File: src/rtl/mem_stream_pkg.sv
// Shared definitions for the framed memory stream mux.
//   FLAG_*    : word-type codes carried in the top two bits of every output word
//   state_e   : BX frame state machine encoding
//   pack_word : assembles {flag, bx, sel, payload} for any parameter set
package mem_stream_pkg;

  localparam logic [1:0] FLAG_HDR  = 2'b01;
  localparam logic [1:0] FLAG_DATA = 2'b10;
  localparam logic [1:0] FLAG_TRL  = 2'b11;

  typedef enum logic [1:0] {
    StIdle,
    StHeader,
    StData,
    StTrailer
  } state_e;

  // Wide enough for any practical output word; callers slice the low OUT_W bits.
  localparam int unsigned WordMaxW = 256;
  typedef logic [WordMaxW-1:0] word_t;

  function automatic word_t field_mask(input int unsigned width);
    return (word_t'(1) << width) - word_t'(1);
  endfunction

  // Fields are masked to their widths so oversized inputs cannot bleed upward.
  function automatic word_t pack_word(input logic [1:0]  flag,
                                      input word_t       bx,
                                      input word_t       sel,
                                      input word_t       payload,
                                      input int unsigned bx_w,
                                      input int unsigned sel_w,
                                      input int unsigned data_w);
    word_t w;
    w = word_t'(flag);
    w = (w << bx_w) | (bx & field_mask(bx_w));
    w = (w << sel_w) | (sel & field_mask(sel_w));
    w = (w << data_w) | (payload & field_mask(data_w));
    return w;
  endfunction

endpackage

File: src/rtl/stream_out_reg.sv
// Registered valid/ready output stage that holds its word under backpressure.
//   clk_i, rst_i   : clock, asynchronous active-high reset
//   in_valid_i     : upstream offers in_data_i this cycle
//   in_data_i      : word to load
//   in_ready_o     : register can load this cycle (empty or being drained)
//   out_valid_o    : registered word valid
//   out_data_o     : registered word, stable while out_valid_o & !out_ready_i
//   out_ready_i    : downstream accepts
module stream_out_reg #(
  parameter int unsigned Width = 8
) (
  input  logic             clk_i,
  input  logic             rst_i,
  input  logic             in_valid_i,
  input  logic [Width-1:0] in_data_i,
  output logic             in_ready_o,
  output logic             out_valid_o,
  output logic [Width-1:0] out_data_o,
  input  logic             out_ready_i
);

  logic             valid_d, valid_q;
  logic [Width-1:0] data_d, data_q;

  assign in_ready_o = !valid_q || out_ready_i;

  always_comb begin
    valid_d = valid_q;
    data_d  = data_q;
    if (in_ready_o) begin
      valid_d = in_valid_i;
      if (in_valid_i) begin
        data_d = in_data_i;
      end
    end
  end

  always_ff @(posedge clk_i or posedge rst_i) begin
    if (rst_i) begin
      valid_q <= 1'b0;
      data_q  <= '0;
    end else begin
      valid_q <= valid_d;
      data_q  <= data_d;
    end
  end

  assign out_valid_o = valid_q;
  assign out_data_o  = data_q;

endmodule

File: src/rtl/mem_stream_mux.sv
// Routes the selected memory port into a framed, flow-controlled stream: one
// header, the data words, and a trailer carrying the data-word count per BX.
//   clk, reset            : clock, asynchronous active-high reset
//   bx_start, bx_in       : new-BX pulse and its number
//   sel, sel_valid        : port selection; accepted on sel_valid & sel_ready
//   sel_ready             : high only in DATA while the output register can load
//   bx_done               : no more selections for the current BX
//   mem_dat               : flattened port data, port i at [i*DATA_W +: DATA_W]
//   out_data/valid/ready  : output stream {flag, bx, sel, payload}
//   err_bad_sel           : registered pulse, accepted sel >= N_PORTS
//   err_overrun           : registered pulse, pending BX overwritten
module mem_stream_mux
  import mem_stream_pkg::*;
#(
  parameter int unsigned N_PORTS = 12,
  parameter int unsigned DATA_W  = 45,
  parameter int unsigned BX_W    = 3,
  parameter int unsigned CNT_W   = 8,
  localparam int unsigned SEL_W  = $clog2(N_PORTS + 1),
  localparam int unsigned OUT_W  = 2 + BX_W + SEL_W + DATA_W
) (
  input  logic                      clk,
  input  logic                      reset,
  input  logic                      bx_start,
  input  logic [BX_W-1:0]           bx_in,
  input  logic [SEL_W-1:0]          sel,
  input  logic                      sel_valid,
  output logic                      sel_ready,
  input  logic                      bx_done,
  input  logic [N_PORTS*DATA_W-1:0] mem_dat,
  output logic [OUT_W-1:0]          out_data,
  output logic                      out_valid,
  input  logic                      out_ready,
  output logic                      err_bad_sel,
  output logic                      err_overrun
);

  // All-ones select marks header and trailer words.
  localparam logic [SEL_W-1:0] SelMarker = '1;

  state_e            state_d, state_q;
  logic [BX_W-1:0]   bx_d, bx_q;
  logic [CNT_W-1:0]  cnt_d, cnt_q;
  logic              pend_vld_d, pend_vld_q;
  logic [BX_W-1:0]   pend_bx_d, pend_bx_q;
  logic              bad_sel_d, bad_sel_q;
  logic              overrun_d, overrun_q;

  logic              load_ok;
  logic              word_vld;
  word_t             word_full;
  logic [OUT_W-1:0]  word_data;
  logic [DATA_W-1:0] sel_dat;
  logic              sel_ok;

  assign sel_ok    = sel < SEL_W'(N_PORTS);
  assign sel_ready = (state_q == StData) && load_ok;
  assign word_data = word_full[OUT_W-1:0];

  always_comb begin
    sel_dat = '0;
    for (int unsigned i = 0; i < N_PORTS; i++) begin
      if (sel == SEL_W'(i)) begin
        sel_dat = mem_dat[i*DATA_W +: DATA_W];
      end
    end
  end

  always_comb begin
    state_d    = state_q;
    bx_d       = bx_q;
    cnt_d      = cnt_q;
    pend_vld_d = pend_vld_q;
    pend_bx_d  = pend_bx_q;
    bad_sel_d  = 1'b0;
    overrun_d  = 1'b0;
    word_vld   = 1'b0;
    word_full  = '0;

    // Outside IDLE a new BX waits in the one-deep slot; TRAILER may override below.
    if (bx_start && (state_q != StIdle)) begin
      pend_vld_d = 1'b1;
      pend_bx_d  = bx_in;
      overrun_d  = pend_vld_q;
    end

    unique case (state_q)
      StIdle: begin
        if (bx_start) begin
          bx_d    = bx_in;
          state_d = StHeader;
        end
      end
      StHeader: begin
        word_vld  = 1'b1;
        word_full = pack_word(FLAG_HDR, word_t'(bx_q), word_t'(SelMarker), '0,
                              BX_W, SEL_W, DATA_W);
        if (load_ok) begin
          cnt_d   = '0;
          state_d = StData;
        end
      end
      StData: begin
        if (sel_valid && load_ok) begin
          if (sel_ok) begin
            word_vld  = 1'b1;
            word_full = pack_word(FLAG_DATA, word_t'(bx_q), word_t'(sel), word_t'(sel_dat),
                                  BX_W, SEL_W, DATA_W);
            if (cnt_q != '1) begin
              cnt_d = cnt_q + CNT_W'(1);
            end
          end else begin
            bad_sel_d = 1'b1;
          end
        end
        if (bx_done) begin
          state_d = StTrailer;
        end
      end
      StTrailer: begin
        word_vld  = 1'b1;
        word_full = pack_word(FLAG_TRL, word_t'(bx_q), word_t'(SelMarker), word_t'(cnt_q),
                              BX_W, SEL_W, DATA_W);
        if (load_ok) begin
          if (pend_vld_q) begin
            // Slot drains into the next frame; a same-cycle bx_start refills it.
            state_d    = StHeader;
            bx_d       = pend_bx_q;
            pend_vld_d = bx_start;
            overrun_d  = 1'b0;
          end else if (bx_start) begin
            state_d    = StHeader;
            bx_d       = bx_in;
            pend_vld_d = 1'b0;
            overrun_d  = 1'b0;
          end else begin
            state_d = StIdle;
          end
        end
      end
      default: state_d = StIdle;
    endcase
  end

  always_ff @(posedge clk or posedge reset) begin
    if (reset) begin
      state_q    <= StIdle;
      bx_q       <= '0;
      cnt_q      <= '0;
      pend_vld_q <= 1'b0;
      pend_bx_q  <= '0;
      bad_sel_q  <= 1'b0;
      overrun_q  <= 1'b0;
    end else begin
      state_q    <= state_d;
      bx_q       <= bx_d;
      cnt_q      <= cnt_d;
      pend_vld_q <= pend_vld_d;
      pend_bx_q  <= pend_bx_d;
      bad_sel_q  <= bad_sel_d;
      overrun_q  <= overrun_d;
    end
  end

  stream_out_reg #(
    .Width(OUT_W)
  ) u_out_reg (
    .clk_i      (clk),
    .rst_i      (reset),
    .in_valid_i (word_vld),
    .in_data_i  (word_data),
    .in_ready_o (load_ok),
    .out_valid_o(out_valid),
    .out_data_o (out_data),
    .out_ready_i(out_ready)
  );

  assign err_bad_sel = bad_sel_q;
  assign err_overrun = overrun_q;

endmodule

File: config.mk
export PLATFORM = sky130hd
export DESIGN_NAME = mem_stream_mux
export DESIGN_NICKNAME = d
export VERILOG_FILES = /design/src/rtl/mem_stream_pkg.sv /design/src/rtl/stream_out_reg.sv /design/src/rtl/mem_stream_mux.sv
export SDC_FILE = /design/constraint.sdc
export NUM_CORES = 1
export LEC_CHECK = 0
export CAP_MARGIN = 20
export CORE_AREA = 2 2 235 237
export DETAILED_ROUTE_END_ITERATION = 16
export DIE_AREA = 0 0 237 239
export PLACE_DENSITY = 0.45
export RECOVER_POWER = 25
export SYNTH_ARGS = -nofsm -noshare
export SYNTH_HDL_FRONTEND = slang
export SYNTH_SLANG_ARGS = --single-unit
File: constraint.sdc
create_clock -name clk -period 2.3 [get_ports clk]
set_input_delay 0.46 -clock clk [delete_from_list [all_inputs] [get_ports clk]]
set_output_delay 0.46 -clock clk [all_outputs]
set_load 0.02 [all_outputs]
==> results of run 1 <==
-- critical path, stage by stage --
cell and delay [ns]:
buf_2 0.24, and3b_2 0.43, buf_4 0.24, a21oi_1 0.15, nor2_1 0.05, a2111oi_0 0.68, o22ai_1 0.19
-- cells in the mapped netlist (21+ instances only) --
master      n  area share, %
a21oi_1   142            8.2
o21ai_0   108            6.2
nor2_1     93            4.0
dfrtp_1    74             21
nand2_1    73            3.1
buf_2      60            3.4
mux2i_1    57            6.5
o22ai_1    50            3.6
clkbuf_1   39            1.7
nor2b_1    33            2.4
a221oi_1   24            2.4
a31oi_1    21            1.5
nand3_1    21            1.2
o221ai_1   21            2.1
-- final cells by class --
type | instances | area (sq um)
fillers | 5804 | 37200
repair buffers | 785 | 7760
multi-input cells | 930 | 6210
flip-flops and latches | 74 | 1850
well taps | 704 | 881
clock buffers | 9 | 225
clock inverters | 7 | 98.8
inverters | 19 | 77.6
diodes | 10 | 25.0
-- metrics by stage --
stage	util, %	TNS, ns
2_1_floorplan	-	0
3_3_place_gp	30.9	-4.95
3_5_place_dp	30.9	-5.86
4_1_cts	31.5	0
5_1_grt	31.5	0
6_report	31.5	0
-- flip-flops by register name, summed over array words and instances (netlist names) --
name                   cells
bx_q                       3
cnt_q                      8
err_bad_sel                1
err_overrun                1
pend_bx_q                  3
pend_vld_q                 1
state_q                    2
u_out_reg.out_data_o      54
u_out_reg.out_valid_o      1
-- cells by family after synthesis --
family,after synthesis,synth area share (%)
flops,74,21.3
mux,90,11.3
buf+inv,148,8.59
fa+ha+maj,5,0.718
compound gates,564,43.3
simple gates,271,14.8
-- report_power, final --
group	switching (W)	internal, W	total [W]
clock network	0.000671	0.000960	0.00163
registers	0.000307	0.00173	0.00204
logic	0.00290	0.00288	0.00578
total	0.00387	0.00557	0.00944
-- cells in the final DEF, fill, tap and decap left out, drive strengths merged, types with 29 or more instances in the layout --
master         count
clkdlybuf4s50    604
buf              178
a21oi            142
o21ai            124
nor2              94
dfrtp             74
nand2             73
mux2i             57
o22ai             50
nor2b             33
a221oi            32
mux2              29
-- timing repair --
| item | CTS | global route |
|---|---|---|
| setup endpoints to repair | 1 | 5 |
| pin swaps | 0 | 1 |
| resized for setup | 2 | 4 |
-- path summary, 6_finish.rpt --
kind	startpoint	depth (start not counted)	to
worst max-delay path	sel[3]	7	u_out_reg.out_data_o[1]$_DFFE_PP0P_
worst min-delay path	bx_q[0]$_DFFE_PP0P_	2	u_out_reg.out_data_o[49]$_DFFE_PP0P_
worst max register to register	state_q[1]$_DFFE_PP0P_	8	u_out_reg.out_data_o[22]$_DFFE_PP0P_
worst min register to register	bx_q[0]$_DFFE_PP0P_	2	u_out_reg.out_data_o[49]$_DFFE_PP0P_
max in group asynchronous	reset	3	u_out_reg.out_data_o[22]$_DFFE_PP0P_
min in group asynchronous	reset	3	err_overrun$_DFF_PP0_
-- routing by layer --
| layer | track usage [%] | wire [microns] |
|---|---|---|
| met4 | 6.90 | 1340 |
| met1 | 28.4 | 28800 |
| met5 | 0 | 48 |
| met2 | 43.0 | 35100 |
| met3 | 6.02 | 4870 |
==> results.cfg, run 1 <==
[routing]
postRouteAntennaNets = 0
post_drt_wl_per_cell_microns = 27.6
vias_per_cell = 4.88
drtPass1Iterations = 5
route.detailed.drc = 0
vias = 12400
drt_iter0_markers = 625
routed_wl_mm = 70.1

[power]
power_w = 0.00944
ir_worst_vdd_uv = 326
power_density_mw_per_mm2 = 551
leakage_nw = 6.64

[timing]
finalCritPeriodShare_pct = 97.2
rsz0062_at_grt = no
slew_headroom_pct = 19.7
finClkSkew_ns = 0.0121
min_period_ns = 2.24
fin_ws_ns = 0.0635
tightest_slew_ns = 1.20
hold_violations = 0
holdWs_ns = 0.481
finalMaxSlewViolations = 0
setup_viol = 0
fmax_mhz = 447

[clock_tree]
cts_buffers = 9
h-tree-depth = 3
path_clk_slew_ns = 0.07
cts_root_buf = clkbuf_16
insertion_delay_ns = 0.38
cts.path.max_buffers = 2
cts_sinks = 74
cts_hold_buf = 0
cts_tree = yes
postCtsSetupBuffers = 0

[floorplan]
core-area_sq_mm = 0.0543
die_area_sq_mm = 0.0566
start_util_pct = 16.0
ios = 611
rows = 86
die_w_microns = 237
die_h_microns = 239

[placed_design]
dp.cells = 2512
placed_area_sq_mm = 0.0168
dp_hpwl_mm = 59.4
dp_slack_ns = -0.385
place.gp.congestion = 0.897
numPortBuffers = 610

[setup_path]
crit_path_start_kind = input pin
cp_max_fo = 19
worstSetupEndpointType = flop
cp.arrival_ns = 2.46
path_class = input pin to flop
rrSetupSlack_ns = 0.21
required_ns = 2.52

[synth]
synthFlopType = dfrtp_1
synthCells = 1152
synth_edf_count = 0
seq_area_frac_synth_pct = 21.3
yosys_warnings = 0
syn_nets = 1710
ys_seq_elements = 74
avgSynthCellArea_sq_um = 7.56
synthArstFlopShare_pct = 100
netlist-cell-type-count = 74
syn_area_sq_mm = 0.00871

[finish]
final_cell_area_sq_mm = 0.0171
nets = 2377
final_cell_count_no_fill = 2538
drive_gt1_share_pct = 13.7
area_growth_syn_to_layout_pct = 96.7

[global_route]
track_usage_pct = 24.1
grt_pass1_wl_mm = 96.7
grt-ovfl-total = 0
grt_pass1_vias = 13000
grt_max_degree = 75
antenna_found_initial = 15

[job]
maxCapViolations = 0

[outcome]
status = finished, final reports clean

[min_path]
hold_class = flop to flop
Power figures use the tool's default switching activity.
==> run 2, diff against run 1 <==
--- a/config.mk
+++ b/config.mk
@@ -11,6 +11,7 @@
 export DIE_AREA = 0 0 237 239
 export PLACE_DENSITY = 0.45
 export RECOVER_POWER = 25
+export REMOVE_ABC_BUFFERS = 1
 export SYNTH_ARGS = -nofsm -noshare
 export SYNTH_HDL_FRONTEND = slang
 export SYNTH_SLANG_ARGS = --single-unit
==> constraint.sdc (replaced) <==
create_clock -name clk -period 2.3 [get_ports clk]
set_input_delay 0.46 -clock clk [delete_from_list [all_inputs] [get_ports clk]]
set_output_delay 0.46 -clock clk [all_outputs]
set_load 0.1 [all_outputs]
==> run 2 against run 1 <==
Die area unchanged. Via count rose by 1.6%. Critical path depth unchanged. Wire length shrank 4.6%. Sequential share of layout area barely moved. Critical path type is now flop to flop. Largest cell class unchanged.
==> results.cfg, run 2 (synthesis results as in run 1) <==
[placed_design]
dp_slack_ns = -0.307
dp_hpwl_mm = 55.0
place.gp.congestion = 0.893
numPortBuffers = 610

[clock_tree]
cts_hold_buf = 0
cts_sinks = 74
postCtsSetupBuffers = 0
cts_buffers = 9
cts.path.max_buffers = 2
insertion_delay_ns = 0.37
cts_resized = 1
cts_tree = yes
cts_root_buf = clkbuf_16
h-tree-depth = 3
path_clk_slew_ns = 0.07

[finish]
final_util_pct = 31.4
register_area_sq_mm = 0.00185
drive_gt1_share_pct = 16.9
nFillCells = 5754
final_cell_mix = 547 x clkdlybuf4s50_1, 194 x buf_4, 142 x a21oi_1
largest_reg_flops = 54
multi_input_area_sq_mm = 0.00621
area_growth_syn_to_layout_pct = 96.0
final_common_cell = clkdlybuf4s50_1
nets = 2374

[setup_path]
worstSetupEndpointType = flop
cp_max_fo = 21
crit_path_start_kind = flop
required_ns = 2.58
path_class = flop to flop
cp.arrival_ns = 2.41

[floorplan]
start_util_pct = 16.0
die_area_sq_mm = 0.0566
die_w_microns = 237
rows = 86
die_h_microns = 239
ios = 611
core-area_sq_mm = 0.0543

[routing]
vias = 12600
post_drt_wl_per_cell_microns = 26.4
routed_wl_mm = 66.9
route.detailed.drc = 0
drt_iter0_markers = 751
postRouteAntennaNets = 0
vias_per_cell = 4.97
drtPass1Iterations = 6

[timing]
finalCritPeriodShare_pct = 92.9
tightest_slew_ns = 1.31
setup_tns_ns = 0
holdWs_ns = 0.487
setup_viol = 0
min_period_ns = 2.14
hold_violations = 0
fmax_mhz = 468
finClkSkew_ns = 0.00982
slew_headroom_pct = 12.4
finalMaxSlewViolations = 0
rsz0062_at_grt = no
fin_ws_ns = 0.163

[power]
power_w = 0.0115
ir_worst_vdd_uv = 734
leakage_nw = 6.75
power_density_mw_per_mm2 = 675

[global_route]
antenna_found_initial = 7
grt_max_degree = 50
grt_pass1_vias = 13200
track_usage_pct = 22.8
grt_pass1_wl_mm = 93.4
grt-ovfl-total = 0

[outcome]
status = finished, final reports clean

[min_path]
hold_class = flop to flop

[job]
maxCapViolations = 0
==> run 2: final timing paths <==
check / startpoint / end / slack (ns) / cells after the start
hold reg to reg: bx_q[2]$_DFFE_PP0P_ / u_out_reg.out_data_o[51]$_DFFE_PP0P_ / 0.49 / 2
setup / recovery: state_q[0]$_DFFE_PP0P_ / u_out_reg.out_data_o[36]$_DFFE_PP0P_ / 0.16 / 7
max in group asynchronous: reset / u_out_reg.out_data_o[25]$_DFFE_PP0P_ / 0.32 / 3
hold / removal: bx_q[2]$_DFFE_PP0P_ / u_out_reg.out_data_o[51]$_DFFE_PP0P_ / 0.49 / 2
min in group asynchronous: reset / u_out_reg.out_data_o[37]$_DFFE_PP0P_ / 0.85 / 2
setup reg to reg: state_q[0]$_DFFE_PP0P_ / u_out_reg.out_data_o[36]$_DFFE_PP0P_ / 0.16 / 7
==> run 2: power breakdown <==
| part | leakage [nW] | switching (W) | internal, W |
|---|---|---|---|
| clock | 0.170 | 0.000714 | 0.00107 |
| combinational | 5.62 | 0.00492 | 0.00276 |
| sequential | 0.967 | 0.000340 | 0.00173 |
==> run 2: per-stage QoR <==
| stage | cell area (sq um) | cells |
|---|---|---|
| 2_1_floorplan | 8030 | 1023 |
| 3_3_place_gp | 16700 | 2509 |
| 3_5_place_dp | 16700 | 2509 |
| 4_1_cts | 17100 | 2525 |
| 5_1_grt | 17100 | 2531 |
| 6_report | 17100 | 2531 |
==> run 2: cell type report <==
cell class / instances / share of cell area [%]
clock inverter: 7 / 0.733
timing repair buffer: 782 / 45.0
clock buffer: 9 / 1.32
antenna: 6 / 0.0879
inverter: 19 / 0.440
multi-input combinational: 930 / 36.4
tap: 704 / 5.16
sequential: 74 / 10.8
==> run 2: critical path, stage by stage, from the launching register on <==
cell and delay (ns):
dfrtp_1 0.45, inv_1 0.11, ha_1 0.30, nand2b_1 0.20
or3_2 0.53, buf_12 0.18, a2bb2oi_1 0.15, o211ai_1 0.09
==> run 2: layer usage <==
layer  global-route usage [%]  vias to the layer above  wire length (microns)
met5                        0                        -                      0
met1                     28.1                     6117                  27900
li1                         -                     5777                      -
met3                     5.50                       81                   5020
met2                     39.1                      609                  32200
met4                     7.23                        0                   1810
==> run 3, diff against run 2 <==
==> constraint.sdc (replaced) <==
create_clock -name clk -period 2.3 [get_ports clk]
set_input_delay 0.345 -clock clk [delete_from_list [all_inputs] [get_ports clk]]
set_output_delay 0.345 -clock clk [all_outputs]
set_load 0.1 [all_outputs]
==> run 3 against run 2 <==
Wire length shrank 0.77%. Cell area decreased by 1.8%. Worst hold slack got worse by 0.0012 ns. First-iteration DRC count rose by 23%. Final cell count fell by 1.1%. Sequential share of layout area increased by 0.20 points. Via count decreased by 1.3%. Sequential cell count is the same. Register-to-register slack worse by 0.04 ns. Global-route usage down 0.23 points. Non-clock buffer count down 29. Clock power down 5%.
==> results.cfg, run 3 (synthesis results as in run 1) <==
[floorplan]
core-area_sq_mm = 0.0543
ios = 611
rows = 86
start_util_pct = 16.0
die_w_microns = 237
die_area_sq_mm = 0.0566
die_h_microns = 239

[finish]
final_util_pct = 30.8
drive_gt1_share_pct = 15.3
area_growth_syn_to_layout_pct = 92.4
nets = 2345
largest_reg_flops = 54
final_cell_mix = 547 x clkdlybuf4s50_1, 172 x buf_4, 142 x a21oi_1
register_area_sq_mm = 0.00185
final_cell_area_sq_mm = 0.0168
final_cell_count_no_fill = 2502
nFillCells = 5811
final_common_cell = clkdlybuf4s50_1
multi_input_area_sq_mm = 0.00621

[setup_path]
crit_start = state_q[0]$_DFFE_PP0P_
crit_buf_inv = 2
cp_max_fo = 20
r2r_end = u_out_reg.out_data_o[15]$_DFFE_PP0P_
slowest_delay_ns = 0.57
rrSetupSlack_ns = 0.12
worstSetupEndpointType = flop
required_ns = 2.58
path_cells = inv_1, ha_1, nand4_1, or3_2, buf_12, a2bb2oi_1, o211ai_1
r2r_cells = 7
crit_end = u_out_reg.out_data_o[15]$_DFFE_PP0P_
crit_cells = 7
path_class = flop to flop
slowest_stage = or3_2
cp.arrival_ns = 2.45
crit_path_start_kind = flop
worstReg2RegStart = state_q[0]$_DFFE_PP0P_
path_delay_family = simple AND/OR/NAND/NOR gates

[power]
switching_power_w = 0.00592
p_int_w = 0.00537
p_sw_share_pct = 52.4
power_density_mw_per_mm2 = 674
leakage_nw = 6.59
clock_power_share_pct = 15.1
ir_worst_vdd_uv = 720
pwr-share-comb_pct = 66.6
p_seq_share_pct = 18.3

[timing]
rsz0062_at_grt = no
finalCritPeriodShare_pct = 94.6
finClkSkew_ns = 0.0200
setup_viol = 0
tightest_slew_ns = 1.46
finalMaxSlewViolations = 0
slew_headroom_pct = 2.58
fmax_mhz = 460
min_period_ns = 2.18
hold_violations = 0
setup_tns_ns = 0

[global_route]
antenna_found_initial = 10
grt_pass1_wl_mm = 92.2
grt-ovfl-total = 0
grt_pass1_vias = 12900
track_usage_pct = 22.6
grt_max_degree = 36

[placed_design]
numPortBuffers = 610
dp_hpwl_mm = 53.7
placed_area_sq_mm = 0.0164
dp.cells = 2480
place.gp.congestion = 0.893

[routing]
postRouteAntennaNets = 0
drtPass1Iterations = 7
vias_per_cell = 4.96
vias = 12400
drt_iter0_markers = 927
post_drt_wl_per_cell_microns = 26.5
route.detailed.drc = 0
routed_wl_mm = 66.4

[clock_tree]
cts_hold_buf = 0
cts_buffers = 9
cts_resized = 0
cts_root_buf = clkbuf_16
h-tree-depth = 3
insertion_delay_ns = 0.38
cts_tree = yes
postCtsSetupBuffers = 0
path_clk_slew_ns = 0.07
cts_sinks = 74
cts.path.max_buffers = 2

[outcome]
status = finished, final reports clean

[job]
maxCapViolations = 0

[min_path]
hold_class = flop to flop
-- run 3: changes by cell type in the layout (fill, tap and decap cells not counted) --
cell        change
buf_12          -6
ha_2            -1
clkinvlp_2      -1
ha_1            +1
clkbuf_8        +2
clkinv_4        -2
buf_4          -22
bufinv_16       -1
clkbuf_1        +1
inv_1           +1
clkinvlp_4      +1
clkbuf_4        -2
-- run 3: per-layer routing --
layer | wire (microns) | GRT usage [%] | part of all wire [%] | vias to the layer above
li1 | - | - | - | 5723
met1 | 28000 | 28.1 | 42 | 6013
met2 | 32000 | 38.8 | 48 | 609
met3 | 4980 | 5.53 | 7.5 | 71
met4 | 1480 | 5.98 | 2.2 | 6
met5 | 30 | 0 | 0.045 | -
-- run 3: layout make-up --
type	instances	area share (%)
clock buffer	11	1.51
tap	704	5.26
timing repair buffer	753	44.1
antenna	6	0.0896
inverter	19	0.440
multi-input combinational	930	37.1
clock inverter	5	0.508
sequential	74	11.0
-- run 3: worst reg2reg max path, stage by stage (launching register included) --
cell,delay (ns)
dfrtp_1,0.44
inv_1,0.12
ha_1,0.29
nand4_1,0.22
or3_2,0.58
buf_12,0.19
a2bb2oi_1,0.15
o211ai_1,0.10
-- run 3: stage by stage --
stage | hold WS [ns] | worst slack [ns] | total power, W
2_1_floorplan | 0.439 | -0.991 | 0.00619
3_3_place_gp | 0.465 | -0.312 | 0.00960
3_5_place_dp | 0.464 | -0.271 | 0.00961
4_1_cts | 0.355 | 0.0400 | 0.0114
5_1_grt | 0.509 | 0.0149 | 0.0118
6_report | 0.486 | 0.124 | 0.0113
-- run 3: how the worst min path moves through the flow --
| stage | end | slack, ns | start | cells past startpoint |
|---|---|---|---|---|
| after CTS | u_out_reg.out_data_o[29]$_DFFE_PP0P_ | 0.35 | reset | 2 |
| final | u_out_reg.out_data_o[50]$_DFFE_PP0P_ | 0.49 | u_out_reg.out_data_o[50]$_DFFE_PP0P_ | 2 |
| after detailed placement | u_out_reg.out_data_o[50]$_DFFE_PP0P_ | 0.46 | u_out_reg.out_data_o[50]$_DFFE_PP0P_ | 2 |
| after global routing | u_out_reg.out_data_o[25]$_DFFE_PP0P_ | 0.51 | u_out_reg.out_data_o[25]$_DFFE_PP0P_ | 2 |
| after global placement | u_out_reg.out_data_o[51]$_DFFE_PP0P_ | 0.47 | u_out_reg.out_data_o[51]$_DFFE_PP0P_ | 2 |
| after floorplan | u_out_reg.out_data_o[49]$_DFFE_PP0P_ | 0.44 | bx_q[0]$_DFFE_PP0P_ | 2 |
-- run 3: power by group through the flow --
stage / clock network [W] / registers [W] / logic (W)
after global placement: 0 / 0.00208 / 0.00752
after floorplan: 0 / 0.00432 / 0.00188
after detailed placement: 0 / 0.00207 / 0.00753
final: 0.00170 / 0.00206 / 0.00753
after global routing: 0.00181 / 0.00211 / 0.00790
after CTS: 0.00177 / 0.00206 / 0.00755
